<file path="src/rtl/peg_move_arbiter_if.sv">
`default_nettype none
// ============================================================================
//  Module      : peg_move_arbiter_if
//  Description : Bundles the requester handshakes, the board move/legality
//                signals and the response/status outputs of the peg-solitaire
//                move arbiter.
//  Revision    : 1.0 - initial release
// ============================================================================
interface peg_move_arbiter_if;
    // Requester 0
    logic       req0_valid;
    logic [4:0] req0_from;
    logic [1:0] req0_dir;
    logic       req0_ready;
    // Requester 1
    logic       req1_valid;
    logic [4:0] req1_from;
    logic [1:0] req1_dir;
    logic       req1_ready;
    // Board side
    logic       mv_valid;
    logic [4:0] mv_from;
    logic [1:0] mv_dir;
    logic       brd_legal;
    logic [4:0] brd_cnt;
    // Response and game status
    logic       rsp_valid;
    logic       rsp_id;
    logic       rsp_ok;
    logic [4:0] moves;
    logic       won;
    logic       stuck;

    // Arbiter view
    modport slave (
        input  req0_valid, req0_from, req0_dir,
        input  req1_valid, req1_from, req1_dir,
        input  brd_legal, brd_cnt,
        output req0_ready, req1_ready,
        output mv_valid, mv_from, mv_dir,
        output rsp_valid, rsp_id, rsp_ok,
        output moves, won, stuck
    );

    // Requester / board / environment view
    modport master (
        output req0_valid, req0_from, req0_dir,
        output req1_valid, req1_from, req1_dir,
        output brd_legal, brd_cnt,
        input  req0_ready, req1_ready,
        input  mv_valid, mv_from, mv_dir,
        input  rsp_valid, rsp_id, rsp_ok,
        input  moves, won, stuck
    );
endinterface
`default_nettype wire

</file>
<file path="src/rtl/peg_move_arbiter.sv">
`default_nettype none
// ============================================================================
//  Module      : peg_move_arbiter
//  Description : Round-robin arbiter sharing the 5x5 peg-solitaire board
//                between two move requesters. One move per grant is issued to
//                the board, answered with an accept/reject response, and
//                accepted-move count, win and stuck status are tracked.
//  Revision    : 1.0 - initial release
// ============================================================================
module peg_move_arbiter #(
    parameter int REJ_LIMIT = 15
) (
    input  wire               clk,
    input  wire               rst,
    peg_move_arbiter_if.slave bus
);

    typedef enum logic [1:0] {
        S_IDLE  = 2'd0,
        S_ISSUE = 2'd1,
        S_RESP  = 2'd2
    } state_t;

    localparam logic [4:0] c_max_hole  = 5'd24;
    localparam logic [4:0] c_moves_max = 5'd31;
    localparam logic [3:0] c_rej_max   = 4'd15;
    localparam logic [3:0] c_rej_limit = 4'(REJ_LIMIT);

    state_t     r_state;
    state_t     w_state_next;
    logic       r_last;
    logic [4:0] r_from;
    logic [1:0] r_dir;
    logic       r_id;
    logic       r_ok;
    logic [4:0] r_moves;
    logic [3:0] r_rej;
    logic       r_won;
    logic       r_stuck;

    logic       w_game_over;
    logic       w_gnt0;
    logic       w_gnt1;
    logic       w_from_ok;
    logic       w_ready0;
    logic       w_ready1;
    logic       w_mv_valid;
    logic       w_rsp_valid;
    logic [3:0] w_rej_inc;
    logic [4:0] w_moves_inc;

    assign w_game_over = r_won | r_stuck;
    assign w_from_ok   = (r_from <= c_max_hole);
    assign w_rej_inc   = (r_rej == c_rej_max) ? r_rej : r_rej + 4'd1;
    assign w_moves_inc = (r_moves == c_moves_max) ? r_moves : r_moves + 5'd1;

    // Requester 1 wins when alone, or on a tie when requester 0 was granted last
    assign w_gnt1 = bus.req1_valid & (~bus.req0_valid | ~r_last);
    assign w_gnt0 = bus.req0_valid & ~w_gnt1;

    // State register
    always_ff @(posedge clk) begin
        if (rst) begin
            r_state <= S_IDLE;
        end else begin
            r_state <= w_state_next;
        end
    end

    // Next-state and strobe decode; grants and responses are masked while rst
    // is high because reset discards whatever the cycle would have produced
    always_comb begin
        w_state_next = r_state;
        w_ready0     = 1'b0;
        w_ready1     = 1'b0;
        w_mv_valid   = 1'b0;
        w_rsp_valid  = 1'b0;
        case (r_state)
            S_IDLE: begin
                if (!rst && !w_game_over) begin
                    w_ready0 = w_gnt0;
                    w_ready1 = w_gnt1;
                    if (w_gnt0 || w_gnt1) begin
                        w_state_next = S_ISSUE;
                    end
                end
            end
            S_ISSUE: begin
                // Off-board start holes never reach the board
                w_mv_valid   = w_from_ok;
                w_state_next = S_RESP;
            end
            S_RESP: begin
                w_rsp_valid  = ~rst;
                w_state_next = S_IDLE;
            end
            default: begin
                w_state_next = S_IDLE;
            end
        endcase
    end

    // Move capture, legality latch and game bookkeeping
    always_ff @(posedge clk) begin
        if (rst) begin
            r_last  <= 1'b1;
            r_from  <= 5'd0;
            r_dir   <= 2'd0;
            r_id    <= 1'b0;
            r_ok    <= 1'b0;
            r_moves <= 5'd0;
            r_rej   <= 4'd0;
            r_won   <= 1'b0;
            r_stuck <= 1'b0;
        end else begin
            case (r_state)
                S_IDLE: begin
                    if (w_ready0 || w_ready1) begin
                        r_from <= w_ready1 ? bus.req1_from : bus.req0_from;
                        r_dir  <= w_ready1 ? bus.req1_dir  : bus.req0_dir;
                        r_id   <= w_ready1;
                        r_last <= w_ready1;
                    end
                end
                S_ISSUE: begin
                    r_ok <= w_from_ok & bus.brd_legal;
                end
                S_RESP: begin
                    if (r_ok) begin
                        r_moves <= w_moves_inc;
                        r_rej   <= 4'd0;
                        // Board count already reflects the committed move
                        if (bus.brd_cnt == 5'd1) begin
                            r_won <= 1'b1;
                        end
                    end else begin
                        r_rej <= w_rej_inc;
                        if (w_rej_inc == c_rej_limit) begin
                            r_stuck <= 1'b1;
                        end
                    end
                end
                default: begin
                end
            endcase
        end
    end

    assign bus.req0_ready = w_ready0;
    assign bus.req1_ready = w_ready1;
    assign bus.mv_valid   = w_mv_valid;
    assign bus.mv_from    = r_from;
    assign bus.mv_dir     = r_dir;
    assign bus.rsp_valid  = w_rsp_valid;
    assign bus.rsp_id     = r_id;
    assign bus.rsp_ok     = r_ok;
    assign bus.moves      = r_moves;
    assign bus.won        = r_won;
    assign bus.stuck      = r_stuck;

endmodule
`default_nettype wire
</file>
<file path="src/flat_wrapper.sv">
// flat-port wrapper written by rule: the top's interface ports become plain ports
module peg_move_arbiter_flat 
#(
    parameter int REJ_LIMIT = 15
)
  (clk, rst, bus_req0_valid, bus_req0_from, bus_req0_dir, bus_req1_valid, bus_req1_from, bus_req1_dir, bus_brd_legal, bus_brd_cnt, bus_req0_ready, bus_req1_ready, bus_mv_valid, bus_mv_from, bus_mv_dir, bus_rsp_valid, bus_rsp_id, bus_rsp_ok, bus_moves, bus_won, bus_stuck);
  peg_move_arbiter_if bus_i ();
  input  wire clk;
  input  wire rst;
  input wire logic [$bits(bus_i.req0_valid)-1:0] bus_req0_valid;
  input wire logic [$bits(bus_i.req0_from)-1:0] bus_req0_from;
  input wire logic [$bits(bus_i.req0_dir)-1:0] bus_req0_dir;
  input wire logic [$bits(bus_i.req1_valid)-1:0] bus_req1_valid;
  input wire logic [$bits(bus_i.req1_from)-1:0] bus_req1_from;
  input wire logic [$bits(bus_i.req1_dir)-1:0] bus_req1_dir;
  input wire logic [$bits(bus_i.brd_legal)-1:0] bus_brd_legal;
  input wire logic [$bits(bus_i.brd_cnt)-1:0] bus_brd_cnt;
  output wire logic [$bits(bus_i.req0_ready)-1:0] bus_req0_ready;
  output wire logic [$bits(bus_i.req1_ready)-1:0] bus_req1_ready;
  output wire logic [$bits(bus_i.mv_valid)-1:0] bus_mv_valid;
  output wire logic [$bits(bus_i.mv_from)-1:0] bus_mv_from;
  output wire logic [$bits(bus_i.mv_dir)-1:0] bus_mv_dir;
  output wire logic [$bits(bus_i.rsp_valid)-1:0] bus_rsp_valid;
  output wire logic [$bits(bus_i.rsp_id)-1:0] bus_rsp_id;
  output wire logic [$bits(bus_i.rsp_ok)-1:0] bus_rsp_ok;
  output wire logic [$bits(bus_i.moves)-1:0] bus_moves;
  output wire logic [$bits(bus_i.won)-1:0] bus_won;
  output wire logic [$bits(bus_i.stuck)-1:0] bus_stuck;
  assign bus_i.req0_valid = bus_req0_valid;
  assign bus_i.req0_from = bus_req0_from;
  assign bus_i.req0_dir = bus_req0_dir;
  assign bus_i.req1_valid = bus_req1_valid;
  assign bus_i.req1_from = bus_req1_from;
  assign bus_i.req1_dir = bus_req1_dir;
  assign bus_i.brd_legal = bus_brd_legal;
  assign bus_i.brd_cnt = bus_brd_cnt;
  assign bus_req0_ready = bus_i.req0_ready;
  assign bus_req1_ready = bus_i.req1_ready;
  assign bus_mv_valid = bus_i.mv_valid;
  assign bus_mv_from = bus_i.mv_from;
  assign bus_mv_dir = bus_i.mv_dir;
  assign bus_rsp_valid = bus_i.rsp_valid;
  assign bus_rsp_id = bus_i.rsp_id;
  assign bus_rsp_ok = bus_i.rsp_ok;
  assign bus_moves = bus_i.moves;
  assign bus_won = bus_i.won;
  assign bus_stuck = bus_i.stuck;
  peg_move_arbiter #(.REJ_LIMIT(REJ_LIMIT)) u_core (.clk(clk), .rst(rst), .bus(bus_i));
endmodule
</file>
<file path="config.mk">
export PLATFORM = sky130hd
export DESIGN_NAME = peg_move_arbiter_flat
export DESIGN_NICKNAME = d
export VERILOG_FILES = /design/src/rtl/peg_move_arbiter_if.sv /design/src/rtl/peg_move_arbiter.sv /design/src/flat_wrapper.sv
export SDC_FILE = /design/constraint.sdc
export NUM_CORES = 1
export LEC_CHECK = 0
export ABC_AREA = 1
export BUFFER_PORTS_ARGS = -buffer_cell sky130_fd_sc_hd__clkbuf_2
export CAP_MARGIN = 40
export CORE_MARGIN = 3
export CORE_UTILIZATION = 52
export DETAILED_ROUTE_END_ITERATION = 12
export HOLD_SLACK_MARGIN = 0.02
export PLACE_DENSITY = 0.83
export SLEW_MARGIN = 40
export SYNTH_ARGS = -nofsm -noshare
export SYNTH_HDL_FRONTEND = slang
export SYNTH_SLANG_ARGS = --single-unit
</file>
<file path="constraint.sdc">
create_clock -name clk -period 4.5 [get_ports clk]
set_clock_uncertainty 0.15 [all_clocks]
set_input_delay 0.45 -clock clk [delete_from_list [all_inputs] [get_ports clk]]
set_output_delay 0.45 -clock clk [all_outputs]
set_load 0.02 [all_outputs]
</file>
* Yosys cells after proc, flatten, opt, wreduce, memory -nomap -nowiden *
Index checks and enable logic that the tools add are counted.

storage, ports and cells
  register bits = 23
  bits in latches = 0
  RAM bits = 0
  ROM bits = 0
  input bits = 24
  output and inout port bits = 20
  word-level logic and storage cells = 56
  memories kept = 0

operators by class
  $add $sub $neg = 2
  multipliers = 0
  divide/modulo/power cells = 0
  order comparisons = 1
  eq/ne operators = 8
  shift operators = 0
  muxes and demuxes = 13
  bitwise operators = 11
  reduce and logical (&&, ||, !) cells = 11

operators with widths
  kind                   count
  $reduce_and A3 Y1      3
  $eq A4 B4 Y1 const B   2
  $mux W4                2
  $mux W1                6
  $mux W2                3
  $not A1 Y1             6
  $add A5 B1 Y5 const B  1
  $eq A5 B1 Y1 const B   1
  $eq A5 B5 Y1 const B   1
  $le A5 B5 Y1 const B   1
  $mux W5                1
  $add A4 B1 Y4 const B  1
  $ne A2 B1 Y1 const B   2
  $pmux W2 S2            1
  $reduce_and A2 Y1      2
  $and A1 B1 Y1          3
  $eq A2 B1 Y1 const B   1
  $eq A2 B2 Y1 const B   1
  $logic_not A1 Y1       2
  $logic_not A2 Y1       1
  $logic_or A1 B1 Y1     2
  $or A1 B1 Y1           2
  $logic_and A1 B1 Y1    1

* Depth between registers and ports, before layout *
Gate-level depths: netlist of run 1.

  depth after elaboration = 9
  depth in mapped cells = 9
  mapped depth without buffers = 8

* Worst setup path before layout of run 1 *
Ideal clock, no wire load.

  kind = input port to output port
  start = in rst
  end = out bus_req0_ready
  arrival = 1.477 ns
  required time = 3.900 ns
  path slack = 2.423 ns
  cell stages on the path = 6
  buffers on the path = 1
  cells stage by stage = buf_6 > inv_4 > nand2_2 > nor2_8 > inv_1 > nor3b_1

on the way
  word-level cells in the longest chain between the ends = 4

ends and longest elaborated chain
  element              line                    text
  from (decl)          flat_wrapper.sv:9       input wire rst;
  $logic_not A1 Y1     peg_move_arbiter.sv:80  if (!rst && !w_game_over) begin
  $logic_and A1 B1 Y1  peg_move_arbiter.sv:80
  $mux W1              peg_move_arbiter.sv:80
  $mux W1              peg_move_arbiter.sv:78  case (r_state)
  to (decl)            flat_wrapper.sv:18      output wire logic [$bits(bus_i.req0_ready)-1:0] bus_req0_ready;

No other way between the ends.

* Worst setup path in the final report of run 1 *
Ends and elaborated chain as after synthesis.

==> flow_summary.yaml, run 1 <==
status:
  status: "finished clean"
sta:
  final-hold-violation-count: 0
  fmax_ghz: 0.4556
  rsz0062_at_grt: "false"
  setup_viol: 0
  timing.setup.tns_ns: 0
  period_share_pct: 48.78
  fin_crit_ns: 2.195
  maxSlewViolCount: 0
  worst_pin_slew_ns: 0.4412
  slew_headroom_pct: 70.41
routing:
  avgRoutedWirePerCell_microns: 10.52
  wirelength_microns: 2608
  viasPerCell: 4.984
  post-route-drc-count: 0
  drt_iter0_drc: 23
  vias: 1236
  drt.antenna.violating_nets: 0
  dr.pass1.iters: 4
synthesis:
  synth_cell_type_count: 28
  synth_xor_area_share_pct: 0
  yosysWarnings: 0
  syn_nets: 204
  synthesis.area_sq_um: 1227
  postSynthAreaPerCell_sq_um: 6.935
  ys_ff_latch: 23
  synth_top_family_by_area: "simple AND/OR/NAND/NOR gates"
  postSynthCellCount: 177
  synth_compound_area_share_pct: 10.19
  yosys.area_share.simple_pct: 37.21
  synth_mux_area_share_pct: 0
  synth-seq-area-share_pct: 37.51
  synthAdderAreaFrac_pct: 3.058
placement:
  port_buffers: 43
  dp_hpwl_microns: 2139
  gp_congestion: 0.7917
  dp_cells: 244
cells_and_area:
  area_growth_syn_to_layout_pct: 21.10
  drive_gt1_share_pct: 27.15
  seq_area_sq_um: 460.4
  instances_no_fill: 248
  antennaDiodeCount: 0
  filler_cell_count: 185
  final_nets: 249
  multi_input_area_sq_um: 619.3
global_routing:
  antenna_found_initial: 0
  grt_pass1_wl_microns: 4450
  first_global_vias: 1162
  grt_max_degree: 19
  grt_overflow_total: 0
  grt_use_total_pct: 19.84
setup_path:
  cp.required_ns: 3.90
  r2r-end: "u_core.bus.moves[2]$_SDFFE_PP0P_"
  r2r_slack_ns: 2.75
  crit_arrival_ns: 1.60
  cp-end-kind: "output pin"
  cp-start-kind: "input pin"
  crit_type: "input pin to output pin"
  worstReg2RegStart: "u_core.bus.moves[1]$_SDFFE_PP0P_"
  crit_fanout: 18
  reg2reg_depth: 7
clock_network:
  cts_tree: "done"
  clkLatencyLatePin_ns: 0.31
  holdBufCountCts: 0
  post_cts_resized: 0
  cts.htree.levels: 1
  cts-buffers-inserted: 3
  root_buffer: "clkbuf_4"
  clock_sinks: 23
  post_cts_buffers: 0
  clk_path_buf_depth: 2
  path_clk_slew_ns: 0.13
power_and_ir_drop:
  power.density_nw_per_um2: 270.0
  p_leak_uw: 0.0007447
  ir_drop_mv: 0.1937
floorplanning:
  placementRows: 16
  num_io_pins: 44
  core_sq_um: 2102
  die_w_microns: 54.59
  initial_core_util_pct: 58.39
  chipHeight_microns: 54.59
  fp.dieArea_sq_um: 2980
hold_path:
  hp-class: "input pin to flop"
  min_to: "u_core.bus.won$_SDFFE_PP0P_"
  min_from: "bus_brd_cnt[0]"
  hold-path-cell-count: 3
flow_run:
  max_cap_violations: 0
[report_power, final]
part | internal (uW) | leakage, uW | switching [uW]
Sequential | 214 | 0.000188 | 7.71
Combinational | 31.5 | 0.000543 | 54.5
Clock | 33.8 | 0.0000139 | 59.8
[cell families (layout without fill, tap and decap cells)]
logic type,count (synthesis),after routing
simple gates,93,93
buf+inv,35,79
compound gates,23,23
flops,23,23
fa+ha+maj,3,3
[per-layer routing]
| layer | GRT usage (%) | up-vias | routed length, microns |
|---|---|---|---|
| met1 | 23.67 | 538 | 1129 |
| met4 | 7.054 | 0 | 33 |
| li1 | - | 658 | - |
| met3 | 2.452 | 4 | 153 |
| met5 | 0 | - | 0 |
| met2 | 35.83 | 36 | 1291 |
[through the flow]
stage | hold slack (ns) | util (%) | area [sq um] | total power [uW] | worst slack [ns]
CTS | 0.2235 | 70.71 | 1486 | 408.4 | 2.284
global route | 0.2182 | 70.71 | 1486 | 428.7 | 2.164
finish | 0.2350 | 70.71 | 1486 | 401.4 | 2.305
global placement | 0.3114 | 69.29 | 1456 | 310.0 | 2.337
detailed placement | 0.3182 | 69.29 | 1456 | 312.5 | 2.302
floorplan | 0.2990 | - | 1227 | 284.7 | 2.423
[worst max-delay path by stage]
stage / from / endpoint / slack, ns / cells after the start
floorplan: rst / bus_req0_ready / 2.42 / 6
global placement: rst / bus_req0_ready / 2.34 / 7
detailed placement: rst / bus_req0_ready / 2.30 / 7
CTS: rst / bus_req0_ready / 2.28 / 7
global route: rst / bus_req0_ready / 2.16 / 7
finish: rst / bus_req0_ready / 2.30 / 7
[critical path, cell delays in order]
cell,delay [ns]
clkbuf_2,0.25
inv_4,0.16
nand2_2,0.10
nor2_8,0.20
inv_1,0.07
nor3b_1,0.17
clkbuf_2,0.19
[flip-flops by register name, indices dropped and copies added (netlist names)]
| name | flops |
|---|---|
| u_core.bus.moves | 5 |
| u_core.bus.mv_from | 5 |
| u_core.r_rej | 4 |
| u_core.bus.mv_dir | 2 |
| u_core.r_state | 2 |
| u_core.bus.rsp_id | 1 |
| u_core.bus.rsp_ok | 1 |
| u_core.bus.stuck | 1 |
| u_core.bus.won | 1 |
| u_core.r_last | 1 |
[layout by cell type (no fill, tap or decap)]
master / Yosys / routed
a21boi_2: 1 / 1
a21oi_1: 17 / 17
a31oi_1: 1 / 1
and3_1: 1 / 1
clkbuf_2: 1 / 43
clkbuf_4: 0 / 3
clkinv_4: 1 / 1
clkinvlp_4: 0 / 1
dfxtp_1: 23 / 23
ha_1: 3 / 3
inv_1: 29 / 29
inv_2: 1 / 1
inv_4: 1 / 1
nand2_1: 35 / 35
nand2_2: 2 / 2
nand2_4: 1 / 1
nand2_8: 1 / 1
nand3_1: 27 / 27
nand4_1: 3 / 3
nor2_1: 16 / 16
nor2_2: 2 / 2
nor2_8: 1 / 1
nor3_1: 1 / 1
nor3_2: 1 / 1
nor3b_1: 1 / 1
o21ai_0: 3 / 3
o21bai_1: 1 / 1
or2_2: 1 / 1
[synthesized netlist by cell type, drive strengths merged]
cell | number | share of area [%]
inv | 31 | 9.7
ha | 3 | 3.1
or2 | 1 | 0.51
o21bai | 1 | 0.61
clkinv | 1 | 0.71
nand2 | 39 | 14
dfxtp | 23 | 38
nand4 | 3 | 1.5
a21oi | 17 | 6.9
nor2 | 19 | 7.5
o21ai | 3 | 1.2
clkbuf | 2 | 0.71
a21boi | 1 | 0.92
nand3 | 27 | 11
a31oi | 1 | 0.51
buf | 1 | 0.92
and3 | 1 | 0.51
nor3 | 2 | 1.2
nor3b | 1 | 0.61
[cell type report]
type,count,area share (%)
Clock inverter,1,0.5050
Timing Repair Buffer,43,14.48
Sequential cell,23,30.98
Multi-Input combinational cell,119,41.67
Inverter,32,8.586
Tap cell,27,2.273
Clock buffer,3,1.515
No activity file was read; power rests on OpenSTA's default activity.
==> run 2, diff against run 1 <==
CORE_UTILIZATION = 44   (was 52)
PLACE_DENSITY = 0.75   (was 0.83)
clock period = 2 ns   (was 4.5 ns; I/O delays follow)
==> run 2 against run 1 <==
  * Global-route usage is 0.94 points lower
  * Sequential share of layout area is 2.4 points lower
  * Non-clock buffer count increased by 14
  * Worst hold slack got worse by 0.20 ns
  * Critical path depth fell by 3
  * Routed wire length rose by 13%
  * Cell count is 6.9% higher
==> flow_summary.yaml, run 2 (synthesis results as in run 1) <==
status:
  status: "finished clean"
cells_and_area:
  stdcell_area_sq_um: 1614
  final_nets: 263
  antennaDiodeCount: 0
  final_cell_mix: "clkbuf_2 (43), nand2_1 (35), inv_1 (29)"
  layout_commonest_cell: "clkbuf_2"
  final_util_pct: 62.87
  instances_no_fill: 265
  area_growth_syn_to_layout_pct: 31.50
  drive_gt1_share_pct: 27.23
power_and_ir_drop:
  ir_drop_mv: 0.4113
  p_leak_uw: 0.0008042
  power.density_nw_per_um2: 584.2
clock_network:
  clock_sinks: 23
  cts-buffers-inserted: 3
  cts.htree.levels: 1
  path_clk_slew_ns: 0.13
  clkLatencyLatePin_ns: 0.31
  root_buffer: "clkbuf_4"
  clk_path_buf_depth: 2
  cts_tree: "done"
routing:
  vias: 1297
  drt.antenna.violating_nets: 0
  wirelength_microns: 2940
  dr.pass1.iters: 4
  viasPerCell: 4.894
  avgRoutedWirePerCell_microns: 11.09
  drt_iter0_drc: 44
  post-route-drc-count: 0
flow_run:
  max_cap_violations: 0
setup_path:
  crit_arrival_ns: 1.47
  slowest_stage: "a21boi_2"
  cp-end-kind: "output pin"
  cp.required_ns: 1.65
  crit_fanout: 10
  path_cells: "a21boi_2 > nand2_4 > inv_1 > clkbuf_2"
  cp-start-kind: "flop"
  crit_type: "flop to output pin"
  slowest_delay_ns: 0.41
placement:
  dp_hpwl_microns: 2056
  gp_congestion: 0.8886
  place_area_sq_um: 1468
  port_buffers: 43
  dp_cells: 248
floorplanning:
  die_w_microns: 58.82
  placementRows: 18
  fp.dieArea_sq_um: 3459
  initial_core_util_pct: 47.81
  chipHeight_microns: 58.82
  core_sq_um: 2567
  num_io_pins: 44
global_routing:
  first_global_vias: 1221
  grt_overflow_total: 0
  grt_pass1_wl_microns: 5085
  grt_max_degree: 18
  antenna_found_initial: 0
  grt_use_total_pct: 18.90
sta:
  slew_headroom_pct: 68.51
  worst_pin_slew_ns: 0.4696
  final-hold-violation-count: 0
  timing.setup.tns_ns: 0
  fin_crit_ns: 1.824
  maxSlewViolCount: 0
  fmax_ghz: 0.5482
  setup_viol: 0
  period_share_pct: 91.21
  rsz0062_at_grt: "false"
  whs_ns: 0.03133
hold_path:
  hp-class: "input pin to flop"
## run 2: cell types whose count changed in the layout (fill, tap and decap cells not counted), sizes merged
| cell | change |
|---|---|
| clkbuf | +1 |
| buf | +5 |
| clkinvlp | -1 |
| dlygate4sd3 | +9 |
## run 2: routing by layer
metal  routed length, microns  GRT usage [%]
met1                     1306          21.91
met3                      216          5.702
met5                        0              0
met4                       36          6.796
met2                     1381          32.65
## run 2: final timing paths
kind / end / slack (ns) / start / cells after the start
min: u_core.bus.mv_from[0]$_SDFFE_PP0P_ / 0.03 / bus_req0_from[0] / 5
max: bus_req1_ready / 0.18 / u_core.r_last$_SDFFE_PP1P_ / 4
max reg2reg: u_core.bus.won$_SDFFE_PP0P_ / 0.30 / u_core.r_state[0]$_SDFFE_PP0P_ / 6
min reg2reg: u_core.bus.rsp_id$_SDFFE_PP0P_ / 0.33 / u_core.bus.rsp_id$_SDFFE_PP0P_ / 2
## run 2: where the power goes
part	switching [uW]	internal (uW)	total (uW)
sequential	18.0	482	500
combinational	129	93.3	222
clock	143	78.0	221
total	290	653	943
## run 2: per-stage QoR
stage / setup WS (ns) / power [uW]
after floorplan: 0.2815 / 640.5
after global placement: 0.3750 / 703.0
after detailed placement: 0.3265 / 705.7
after CTS: 0.08710 / 941.8
after global routing: 0.05437 / 996.8
final: 0.1758 / 943.0
## run 2: critical path, delay by kind of cell, from the launching register on
kind                   cells  cell delay [ns]
and+or+nand+nor            1             0.15
buffers and inverters      2             0.24
DFF                        1             0.35
AOI/OAI and AO/OA          1             0.41
## run 2: final cells by class
cell class	instances	area, sq um
multi-input combinational	119	619.3
clock buffer	4	26.28
inverter	32	127.6
sequential	23	460.4
timing repair buffer	57	342.8
tap	30	37.54
fill	233	953.4
## run 2: what timing repair did
item / in CTS / in global routing
gates resized for setup: 0 / 0
hold buffers: 9 / 0
endpoints found under the hold margin: 9 / 0
endpoints found under the setup margin: 0 / 1
buffers inserted: 0 / 4
==> run 3, diff against run 2 <==
ABC_AREA = 0   (was 1)
CORE_UTILIZATION = 42   (was 44)
PLACE_DENSITY = 0.74   (was 0.75)
RECOVER_POWER = 25   (was unset)
==> run 3 against run 2 <==
  * The flow now finishes with violations (setup timing)
  * Flip-flop and latch count unchanged
  * Maximum frequency decreased by 18%
  * Largest power group unchanged
  * Power decreased by 1.2%
  * Clock power decreased by 5%
  * Routed wire length increased by 6.8%
  * Synthesized cell count decreased by 29%
  * Highest routed layer unchanged
  * Sequential share of layout area increased by 0.13 points
  * Critical path depth unchanged
  * Cell count decreased by 15%
  * Register-to-register slack got worse by 0.48 ns
  * Via count decreased by 5.2%
==> flow_summary.yaml, run 3 <==
placement:
  dp_hpwl_microns: 1981
  pre_cts_slack_ns: -0.04224
  gp_congestion: 0.7939
  port_buffers: 43
sta:
  final-hold-violation-count: 0
  fmax_ghz: 0.4489
  worst_pin_slew_ns: 0.3885
  fin_crit_ns: 2.228
  rsz0062_at_grt: "true"
  slew_headroom_pct: 73.83
  period_share_pct: 111.4
  worst_slack_ns: -0.2277
  maxSlewViolCount: 0
  setup_viol: 11
synthesis:
  synth-edff-count: 0
  async_flop_share_pct: 0
  synthesis.area_sq_um: 1084
  ys_ff_latch: 23
  synth.largest_area_cell: "dfxtp_1"
  yosysWarnings: 0
  synth_commonest_cells: "dfxtp_1 (23), nor2_1 (23), nand2_1 (18)"
  syn_nets: 152
  synthFlopType: "dfxtp_1"
  postSynthCellCount: 125
  synth_cell_type_count: 37
  synthTopCellsByArea: "dfxtp_1 (42%), nor2_1 (8.0%), nand2_1 (6.2%)"
  postSynthAreaPerCell_sq_um: 8.668
  synth-seq-area-share_pct: 42.49
  synth_top_cell_area_share_pct: 42.49
setup_path:
  crit_arrival_ns: 1.88
  cp-start-kind: "flop"
  cp-end-kind: "output pin"
  cp.required_ns: 1.65
  crit_type: "flop to output pin"
  crit_fanout: 2
routing:
  post-route-drc-count: 0
  wirelength_microns: 3139
  avgRoutedWirePerCell_microns: 14.01
  dr.pass1.iters: 4
  viasPerCell: 5.491
  vias: 1230
  drt_iter0_drc: 9
  drt.antenna.violating_nets: 0
power_and_ir_drop:
  p_sw_share_pct: 28.87
  combPwrFrac_pct: 23.8
  p_switching_uw: 268.9
  ir_drop_mv: 0.5376
  power.density_nw_per_um2: 573.4
  clkPwrFrac_pct: 22.4
  p_leak_uw: 0.0007476
  p_total_uw: 931.2
  power_frac_seq_pct: 53.7
  intPower_uw: 662.4
global_routing:
  antenna_found_initial: 0
  grt_overflow_total: 0
  grt_max_degree: 24
  first_global_vias: 1195
  grt_pass1_wl_microns: 5126
  grt_use_total_pct: 19.91
cells_and_area:
  final_util_pct: 70.05
  filler_cell_count: 170
  antennaDiodeCount: 0
  area_growth_syn_to_layout_pct: 49.88
  final_nets: 224
  layout_commonest_cell: "clkbuf_2"
  final_cell_mix: "clkbuf_2 (35), nor2_1 (23), dfxtp_1 (19)"
  drive_gt1_share_pct: 34.69
clock_network:
  clkLatencyLatePin_ns: 0.30
  path_clk_slew_ns: 0.12
  root_buffer: "clkbuf_4"
  cts-buffers-inserted: 3
  clk_path_buf_depth: 2
  clock_sinks: 23
  cts.htree.levels: 1
  cts_tree: "done"
floorplanning:
  die_w_microns: 56.79
  num_io_pins: 44
  chipHeight_microns: 56.79
  core_sq_um: 2318
  fp.dieArea_sq_um: 3225
  placementRows: 17
  initial_core_util_pct: 46.74
status:
  violations: "setup timing"
  status: "finished, violations left"
flow_run:
  max_cap_violations: 0
hold_path:
  hp-class: "input pin to flop"
==> run 3: cell types whose count changed after synthesis, moves of 3 or more <==
cell,previous run,this run
a21oi_1,17,3
nor2_1,16,23
xor2_1,0,3
inv_1,29,4
a311oi_1,0,7
mux2i_1,0,3
nand3_1,27,1
nand2_1,35,18
==> run 3: final timing paths <==
kind / from / endpoint / slack [ns] / cells after the start
setup / recovery: u_core.r_state[1]$_SDFFE_PP0P_ / bus_req1_ready / -0.23 / 4
hold / removal: bus_brd_legal / u_core.bus.rsp_ok$_SDFFE_PP0P_ / 0.08 / 4
setup reg to reg: u_core.r_state[1]$_SDFFE_PP0P_ / u_core.bus.mv_dir[1]$_SDFFE_PP0P_ / -0.18 / 6
hold reg to reg: u_core.bus.stuck$_SDFFE_PP0P_ / u_core.bus.stuck$_SDFFE_PP0P_ / 0.38 / 2
==> run 3: layout make-up <==
cell class	count	area [sq um]	share of cell area [%]
flip-flops and latches	23	465.4	28.66
clock inverters	1	5.005	0.3082
well taps	28	35.03	2.157
multi-input cells	92	581.8	35.82
inverters	5	31.28	1.926
clock buffers	3	22.52	1.387
repair buffers	72	483.0	29.74
==> run 3: per-stage QoR <==
| step | area (sq um) | hold slack, ns | instances | TNS (ns) |
|---|---|---|---|---|
| final | 1624 | 0.07645 | 224 | -1.608 |
| after global routing | 1624 | 0.07075 | 224 | -2.348 |
| after CTS | 1595 | 0.06304 | 221 | -1.649 |
| after detailed placement | 1376 | 0.3064 | 200 | -0.1006 |
| after global placement | 1376 | 0.2962 | 200 | -0.003832 |
| after floorplan | 1087 | 0.1221 | 125 | -0.1904 |
==> run 3: cells by family after synthesis <==
logic type      after synthesis  share of synthesized area [%]
compound gates               22                          14.90
xor+xnor                      4                          3.234
fa+ha+maj                     3                          3.465
flops                        23                          42.49
mux                           4                          3.811
simple gates                 59                          26.67
buf+inv                      10                          5.427
==> run 3: routing by layer <==
metal | share of wire (%) | track usage (%) | vias to the layer above | wire (microns)
li1 | - | - | 587 | -
met4 | 3.8 | 10.93 | 0 | 120
met2 | 52 | 35.31 | 59 | 1644
met3 | 6.4 | 3.908 | 14 | 200
met1 | 37 | 21.96 | 570 | 1173
met5 | 0 | 0 | - | 0
==> run 3: worst max-delay path, cell delays in order (launching register included) <==
cell      delay (ns)
dfxtp_2         0.34
or4_4           0.51
or4b_4          0.55
clkinv_8        0.07
buf_8           0.10
==> run 3: repair_timing <==
item | 4_1_cts | 5_1_grt
pin swaps | 2 | 6
setup buffers | 3 | 3
resized for setup | 6 | 5
endpoints found under the setup margin | 9 | 12
hold endpoints to repair | 7 | 0
hold buffers | 14 | 0
==> run 3: power groups by stage <==
| stage | sequential (uW) | clock (uW) | combinational [uW] |
|---|---|---|---|
| after global placement | 508 | 0 | 171 |
| after floorplan | 526 | 0 | 85.0 |
| after global routing | 504 | 232 | 240 |
| final | 500 | 209 | 222 |
| after CTS | 500 | 219 | 209 |
| after detailed placement | 509 | 0 | 175 |
